--- src/rtl/mem_arb_pkg.sv ---
// Shared encodings for the instruction/data memory-port arbiter.
package mem_arb_pkg;

    localparam logic [1:0] ST_IDLE    = 2'd0;
    localparam logic [1:0] ST_BUSY_IF = 2'd1;
    localparam logic [1:0] ST_BUSY_D  = 2'd2;
    localparam logic [1:0] ST_RESP    = 2'd3;

    localparam logic [1:0] STRB_BYTE  = 2'b00;
    localparam logic [1:0] STRB_HALF  = 2'b01;
    localparam logic [1:0] STRB_WORD  = 2'b10;

    localparam logic [1:0] OWN_NONE   = 2'd0;
    localparam logic [1:0] OWN_IF     = 2'd1;
    localparam logic [1:0] OWN_D      = 2'd2;

    // The busy state already identifies which requester holds the memory.
    function automatic logic [1:0] owner_of(input logic [1:0] st);
        case (st)
            ST_BUSY_IF: owner_of = OWN_IF;
            ST_BUSY_D:  owner_of = OWN_D;
            default:    owner_of = OWN_NONE;
        endcase
    endfunction

endpackage

--- src/rtl/mem_arb_starve_ctr.sv ---
// Counts data grants won while a fetch waits; flags when the fetch must be served.
// Latency: flag is registered, reflects grants up to the previous edge. No backpressure.
module mem_arb_starve_ctr #(
    parameter int STARVE_MAX = 4
) (
    input  logic clk,
    input  logic rst,
    input  logic i_inc,
    input  logic i_clr,
    output logic o_at_max
);

    logic [3:0] r_cnt;

    assign o_at_max = (r_cnt >= 4'(STARVE_MAX));

    always_ff @(posedge clk) begin
        if (rst) begin
            r_cnt <= 4'd0;
        end else if (i_clr) begin
            r_cnt <= 4'd0;
        end else if (i_inc && !o_at_max) begin
            r_cnt <= r_cnt + 4'd1;
        end
    end

endmodule

--- src/rtl/mem_port_arbiter.sv ---
// Shares one variable-latency memory between fetch and load/store, data first with bounded fetch wait.
// Latency: grant edge -> mem_req next cycle; done one cycle after mem_ready (min 3 cycles).
// Backpressure: requesters hold req until done; stall_* freeze the pipeline. Optional MEM_ARB_TIMEOUT_EN watchdog.
module mem_port_arbiter
    import mem_arb_pkg::*;
#(
    parameter int ADDR_W      = 32,
    parameter int DATA_W      = 32,
    parameter int STARVE_MAX  = 4,
    parameter int TIMEOUT_CYC = 64
) (
    input  logic              clk,
    input  logic              rst,
    input  logic              if_req,
    input  logic [ADDR_W-1:0] if_addr,
    output logic              if_done,
    output logic [DATA_W-1:0] if_rdata,
    input  logic              d_req,
    input  logic              d_we,
    input  logic [ADDR_W-1:0] d_addr,
    input  logic [DATA_W-1:0] d_wdata,
    input  logic [1:0]        d_strobe,
    output logic              d_done,
    output logic [DATA_W-1:0] d_rdata,
    output logic              stall_if,
    output logic              stall_d,
    output logic              mem_req,
    output logic              mem_we,
    output logic [ADDR_W-1:0] mem_addr,
    output logic [DATA_W-1:0] mem_wdata,
    output logic [1:0]        mem_strobe,
    input  logic              mem_ready,
    input  logic [DATA_W-1:0] mem_rdata
`ifdef MEM_ARB_TIMEOUT_EN
    ,
    output logic              err_timeout
`endif
);

    if (STARVE_MAX < 1 || STARVE_MAX > 15 || TIMEOUT_CYC < 1) begin : g_bad_param
        $error("mem_port_arbiter: STARVE_MAX must be 1..15 and TIMEOUT_CYC >= 1");
    end

    logic [1:0]        r_state;
    logic              r_mem_req;
    logic              r_mem_we;
    logic [ADDR_W-1:0] r_mem_addr;
    logic [DATA_W-1:0] r_mem_wdata;
    logic [1:0]        r_mem_strobe;
    logic              r_if_done;
    logic              r_d_done;
    logic [DATA_W-1:0] r_if_rdata;
    logic [DATA_W-1:0] r_d_rdata;

    logic              w_idle;
    logic              w_busy;
    logic              w_starved;
    logic              w_grant_d;
    logic              w_grant_if;
    logic              w_timeout;
    logic              w_complete;
    logic [DATA_W-1:0] w_rsp_data;
    logic [1:0]        w_owner;

    assign w_idle     = (r_state == ST_IDLE);
    assign w_busy     = (r_state == ST_BUSY_IF) || (r_state == ST_BUSY_D);
    assign w_grant_d  = w_idle && d_req && (!if_req || !w_starved);
    assign w_grant_if = w_idle && if_req && !w_grant_d;
    assign w_complete = w_busy && (mem_ready || w_timeout);
    assign w_rsp_data = mem_ready ? mem_rdata : '0;
    assign w_owner    = owner_of(r_state);

    // Any idle cycle without a data grant (fetch served or nothing pending) resets the fairness count.
    mem_arb_starve_ctr #(
        .STARVE_MAX (STARVE_MAX)
    ) u_starve (
        .clk      (clk),
        .rst      (rst),
        .i_inc    (w_grant_d && if_req),
        .i_clr    (w_idle && !w_grant_d),
        .o_at_max (w_starved)
    );

`ifdef MEM_ARB_TIMEOUT_EN
    localparam int TO_W = $clog2(TIMEOUT_CYC + 1);

    logic [TO_W-1:0] r_to_cnt;
    logic            r_err_timeout;

    assign w_timeout   = w_busy && !mem_ready && (r_to_cnt == TO_W'(TIMEOUT_CYC - 1));
    assign err_timeout = r_err_timeout;

    always_ff @(posedge clk) begin
        if (rst) begin
            r_to_cnt      <= '0;
            r_err_timeout <= 1'b0;
        end else begin
            if (!w_busy) begin
                r_to_cnt <= '0;
            end else if (!mem_ready) begin
                r_to_cnt <= r_to_cnt + TO_W'(1);
            end
            if (w_timeout) begin
                r_err_timeout <= 1'b1;
            end
        end
    end
`else
    assign w_timeout = 1'b0;
`endif

    always_ff @(posedge clk) begin
        if (rst) begin
            r_state      <= ST_IDLE;
            r_mem_req    <= 1'b0;
            r_mem_we     <= 1'b0;
            r_mem_addr   <= '0;
            r_mem_wdata  <= '0;
            r_mem_strobe <= STRB_WORD;
            r_if_done    <= 1'b0;
            r_d_done     <= 1'b0;
            r_if_rdata   <= '0;
            r_d_rdata    <= '0;
        end else begin
            r_if_done <= 1'b0;
            r_d_done  <= 1'b0;
            case (r_state)
                ST_IDLE: begin
                    if (w_grant_d) begin
                        r_state      <= ST_BUSY_D;
                        r_mem_req    <= 1'b1;
                        r_mem_we     <= d_we;
                        r_mem_addr   <= d_addr;
                        r_mem_wdata  <= d_wdata;
                        r_mem_strobe <= d_strobe;
                    end else if (w_grant_if) begin
                        r_state      <= ST_BUSY_IF;
                        r_mem_req    <= 1'b1;
                        r_mem_we     <= 1'b0;
                        r_mem_addr   <= if_addr;
                        r_mem_wdata  <= '0;
                        r_mem_strobe <= STRB_WORD;
                    end
                end
                ST_BUSY_IF, ST_BUSY_D: begin
                    if (w_complete) begin
                        r_state   <= ST_RESP;
                        r_mem_req <= 1'b0;
                        if (w_owner == OWN_IF) begin
                            r_if_rdata <= w_rsp_data;
                            r_if_done  <= 1'b1;
                        end else begin
                            r_d_rdata <= w_rsp_data;
                            r_d_done  <= 1'b1;
                        end
                    end
                end
                default: begin
                    r_state <= ST_IDLE;
                end
            endcase
        end
    end

    assign mem_req    = r_mem_req;
    assign mem_we     = r_mem_we;
    assign mem_addr   = r_mem_addr;
    assign mem_wdata  = r_mem_wdata;
    assign mem_strobe = r_mem_strobe;
    assign if_done    = r_if_done;
    assign d_done     = r_d_done;
    assign if_rdata   = r_if_rdata;
    assign d_rdata    = r_d_rdata;
    assign stall_if   = if_req && !r_if_done;
    assign stall_d    = d_req && !r_d_done;

endmodule

--- config.mk ---
export PLATFORM = sky130hd
export DESIGN_NAME = mem_port_arbiter
export DESIGN_NICKNAME = d
export VERILOG_FILES = /design/src/rtl/mem_arb_pkg.sv /design/src/rtl/mem_arb_starve_ctr.sv /design/src/rtl/mem_port_arbiter.sv
export SDC_FILE = /design/constraint.sdc
export NUM_CORES = 1
export LEC_CHECK = 0
export ABC_AREA = 1
export CAP_MARGIN = 20
export CORE_ASPECT_RATIO = 1.5
export CORE_MARGIN = 2
export CORE_UTILIZATION = 38
export CTS_BUF_LIST = sky130_fd_sc_hd__clkbuf_8
export DETAILED_ROUTE_END_ITERATION = 6
export HOLD_SLACK_MARGIN = 0.02
export PLACE_DENSITY = 0.79
export SYNTH_ARGS = -nofsm -noshare
export SYNTH_HDL_FRONTEND = slang
export SYNTH_SLANG_ARGS = --single-unit
--- constraint.sdc ---
create_clock -name clk -period 1.7 [get_ports clk]
set_clock_uncertainty 0.15 [all_clocks]
set_input_delay 0.34 -clock clk [delete_from_list [all_inputs] [get_ports clk]]
set_output_delay 0.34 -clock clk [all_outputs]
set_load 0.02 [all_outputs]
==> summary.md <==
| Metric | Value |
|---|---|
| Number of global-route vias before repair | 5377 |
| Slew Viols, Final | 0 |
| Power share of the clock group | 0.208 |
| Critical Path Start Type | input port |
| Mapped cell area | 5570 um^2 |
| Initial DRC count | about 170 |
| Clk slew on worst S/H paths | 80 ps |
| Setup CP Type | input port to output pin |
| Setup TNS Final | 0 ps |
| Starting density of the core | 0.385 |
| TritonRoute pass-1 iters | 4 |
| Max VDD drop | 843 uV |
| Sw Ratio | 0.405 |
| HPWL after detailed placement | 12100 um |
| Postcts setup bufs | 0 |
| Mapped Cells | 768 |
| Max-slew headroom | 0.709 |
| Initial antenna violation count | 0 |
| Hold WS | about 290 ps |
| Num CTS Buffers | 17 |
| Final Setup Violations | 0 |
| Period utilisation layout | 0.970 |
| Routed Antenna Nets | 0 |
| GP Congestion | 0.794 |
| Lkg Pwr | 4.48 nW |
| Grt peak-use layer | met2 |
| Clock root buffer master | clkbuf_8 |
| Min cycle time layout | about 1600 ps |
| Hold-fix buffers, CTS | 0 |
| Sequential share of the synthesized area | 0.504 |
| Flop2flop setup slack | 60 ps |
| Fillers | 1334 |
| Largest net degree at the start of global routing | 46 |
| DR vias | 5824 |
| GR Util met1 | 0.229 |
| Max clock buf depth | 2 |
| DRC | 0 |
| R2R depth | 11 |
| Commonest cells after routing, fill and taps aside | 143 x nand2_1, 139 x dfxtp_1, 135 x clkdlybuf4s50_1, 128 x dlygate4sd2_1, 108 x inv_1 |
| Die Ht | 152 um |
| GR Util met2 | 0.378 |
| Max Freq | 607 MHz |
| Critical path fanouts, max | 2 |
| Drt total wl | 17500 um |
| Crit path DAT | 1160 ps |
| Yosys cell types | 18 |
| Leading cell type in the layout, fill and taps excluded | nand2_1 |
| Synth Area per Inst | slightly above 7 um^2 |
| Port-buffer cells | 271 |
| Final core occ | 0.621 |
| GR Util met3 | 0.0812 |
| Status | completed |
| GR Util All Layers | 0.212 |
| Worst Hold Depth | 2 |
| #FFs+latches synth | 140 |
| Number of synthesis warnings | 0 |
| Core Region | about 14000 um^2 |
| RR Startpoint | r_state[0]$_SDFFE_PP0P_ |
| P_sw | about 5.4 mW |
| GRT overflow | 0 |
| Slew @ Worst Pin | 436 ps |
| Area growth, synth to finish | 61.4% |
| Post-layout nets | around 1200 |
| Seq pwr share | 0.349 |
| N_diodes | 0 |
| Max-cap violations | 0 |
| Net Count, Synth | 908 |
| H-tree depth | 4 |
| Capturing point of the worst reg2reg path | mem_addr[0]$_SDFFE_PP0P_ |
| First-pass GRT wire length | 26300 um |
| WL/cell | 14.0 um |
| Post-layout power | 13.3 mW |
| Combinational share of power | 0.444 |
| Critical Path Start | if_req |
| Die area | approximately 16000 um^2 |
| Clock latency on the worst-skew pair | 430 ps |
| Clk sinks | 140 |
| Layout cells sized above 1 | 0.0816 |
| CTS tree | yes |
| CP Capture Type | output pin |
| Power Dens Cells | 1480 nW/um^2 |
| Rows | 54 |
| I/O Pins | 272 |
| Hold WC Path Type | flop to flop |
| Hold Vio Cnt, Final | 0 |
| Die Wd | 103 um |
| Critical path endpoint | stall_if |
| Internal power | 7.92 mW |
| Critical path required time | 1210 ps |
| Vias per std cell | 4.66 |
critical path: stages:
cell and delay (ps):
clkdlybuf4s50_1 490, inv_1 70, nor2_1 90, buf_2 170
cell families (layout without fill, tap and decap cells):
| group | Yosys count | in the layout | share of synthesized area |
|---|---|---|---|
| simple gates | 289 | 289 | 0.212 |
| fa+ha+maj | 4 | 4 | 0.00899 |
| compound gates | 172 | 172 | 0.156 |
| flops | 140 | 140 | 0.504 |
| buf+inv | 163 | 449 | 0.119 |
flip-flops by register name, summed over array words and instances (netlist names):
register,count
d_rdata,32
mem_req,1
mem_wdata,32
u_starve.r_cnt,4
d_done,1
mem_we,1
mem_addr,32
if_done,1
r_state,2
mem_strobe,2
if_rdata,32
synth_stat cells (all sizes together):
cell	instances	share of area
dfxtp	140	0.50
clkbuf	34	0.023
ha	4	0.0090
inv	113	0.076
a211oi	1	0.0022
nand2	149	0.10
nor2	72	0.049
a21oi	72	0.065
o21ai	98	0.088
o22ai	1	0.0011
buf	16	0.020
nand3	68	0.061
power by group through the flow:
stage	clock [mW]	sequential, mW	combinational, mW
global route	3.01	4.75	6.45
global placement	0	4.71	6.27
finish	2.77	4.64	5.90
CTS	2.85	4.64	5.74
floorplan	0	5.86	2.13
detailed placement	0	4.73	6.33
area by class of cell:
type | instances | area [um^2] | area share
clock buffer | 18 | 248 | 0.0276
clock inverter | 13 | 156 | 0.0174
inverter | 113 | 432 | 0.0481
multi-input combinational | 465 | 2150 | 0.239
sequential | 140 | 2800 | 0.312
tap | 196 | 245 | 0.0273
timing repair buffer | 305 | 2950 | 0.328
how the worst min path moves through the flow:
stage / from / end / slack, ps
2_1_floorplan: u_starve.r_cnt[3]$_SDFFE_PP0P_ / u_starve.r_cnt[3]$_SDFFE_PP0P_ / 260
3_3_place_gp: u_starve.r_cnt[3]$_SDFFE_PP0P_ / u_starve.r_cnt[3]$_SDFFE_PP0P_ / 260
3_5_place_dp: u_starve.r_cnt[3]$_SDFFE_PP0P_ / u_starve.r_cnt[3]$_SDFFE_PP0P_ / 270
4_1_cts: d_wdata[10] / mem_wdata[10]$_SDFFE_PP0P_ / 270
5_1_grt: d_wdata[19] / mem_wdata[19]$_SDFFE_PP0P_ / 280
6_report: u_starve.r_cnt[3]$_SDFFE_PP0P_ / u_starve.r_cnt[3]$_SDFFE_PP0P_ / 290
timing repair:
| action | CTS | global route |
|---|---|---|
| cloned | 0 | 2 |
| endpoints found under the setup margin | 160 | 130 |
| gates resized for setup | 146 | 27 |
| pin swaps | 0 | 1 |
stage by stage:
stage / instance area (um^2) / setup WS (ps) / std cells
2_1_floorplan: 5570 / 21.6 / 768
3_3_place_gp: 8630 / -349 / 1217
3_5_place_dp: 8630 / -366 / 1217
4_1_cts: 8880 / -18.8 / 1248
5_1_grt: 8980 / -3.82 / 1250
6_report: 8980 / 51.7 / 1250
layer usage:
layer / share of wire / vias to the layer above
met5: 0 / -
met4: 0.011 / 0
met3: 0.096 / 18
met2: 0.51 / 213
met1: 0.38 / 2626
li1: - / 2967
Power figures use the tool's default switching activity.
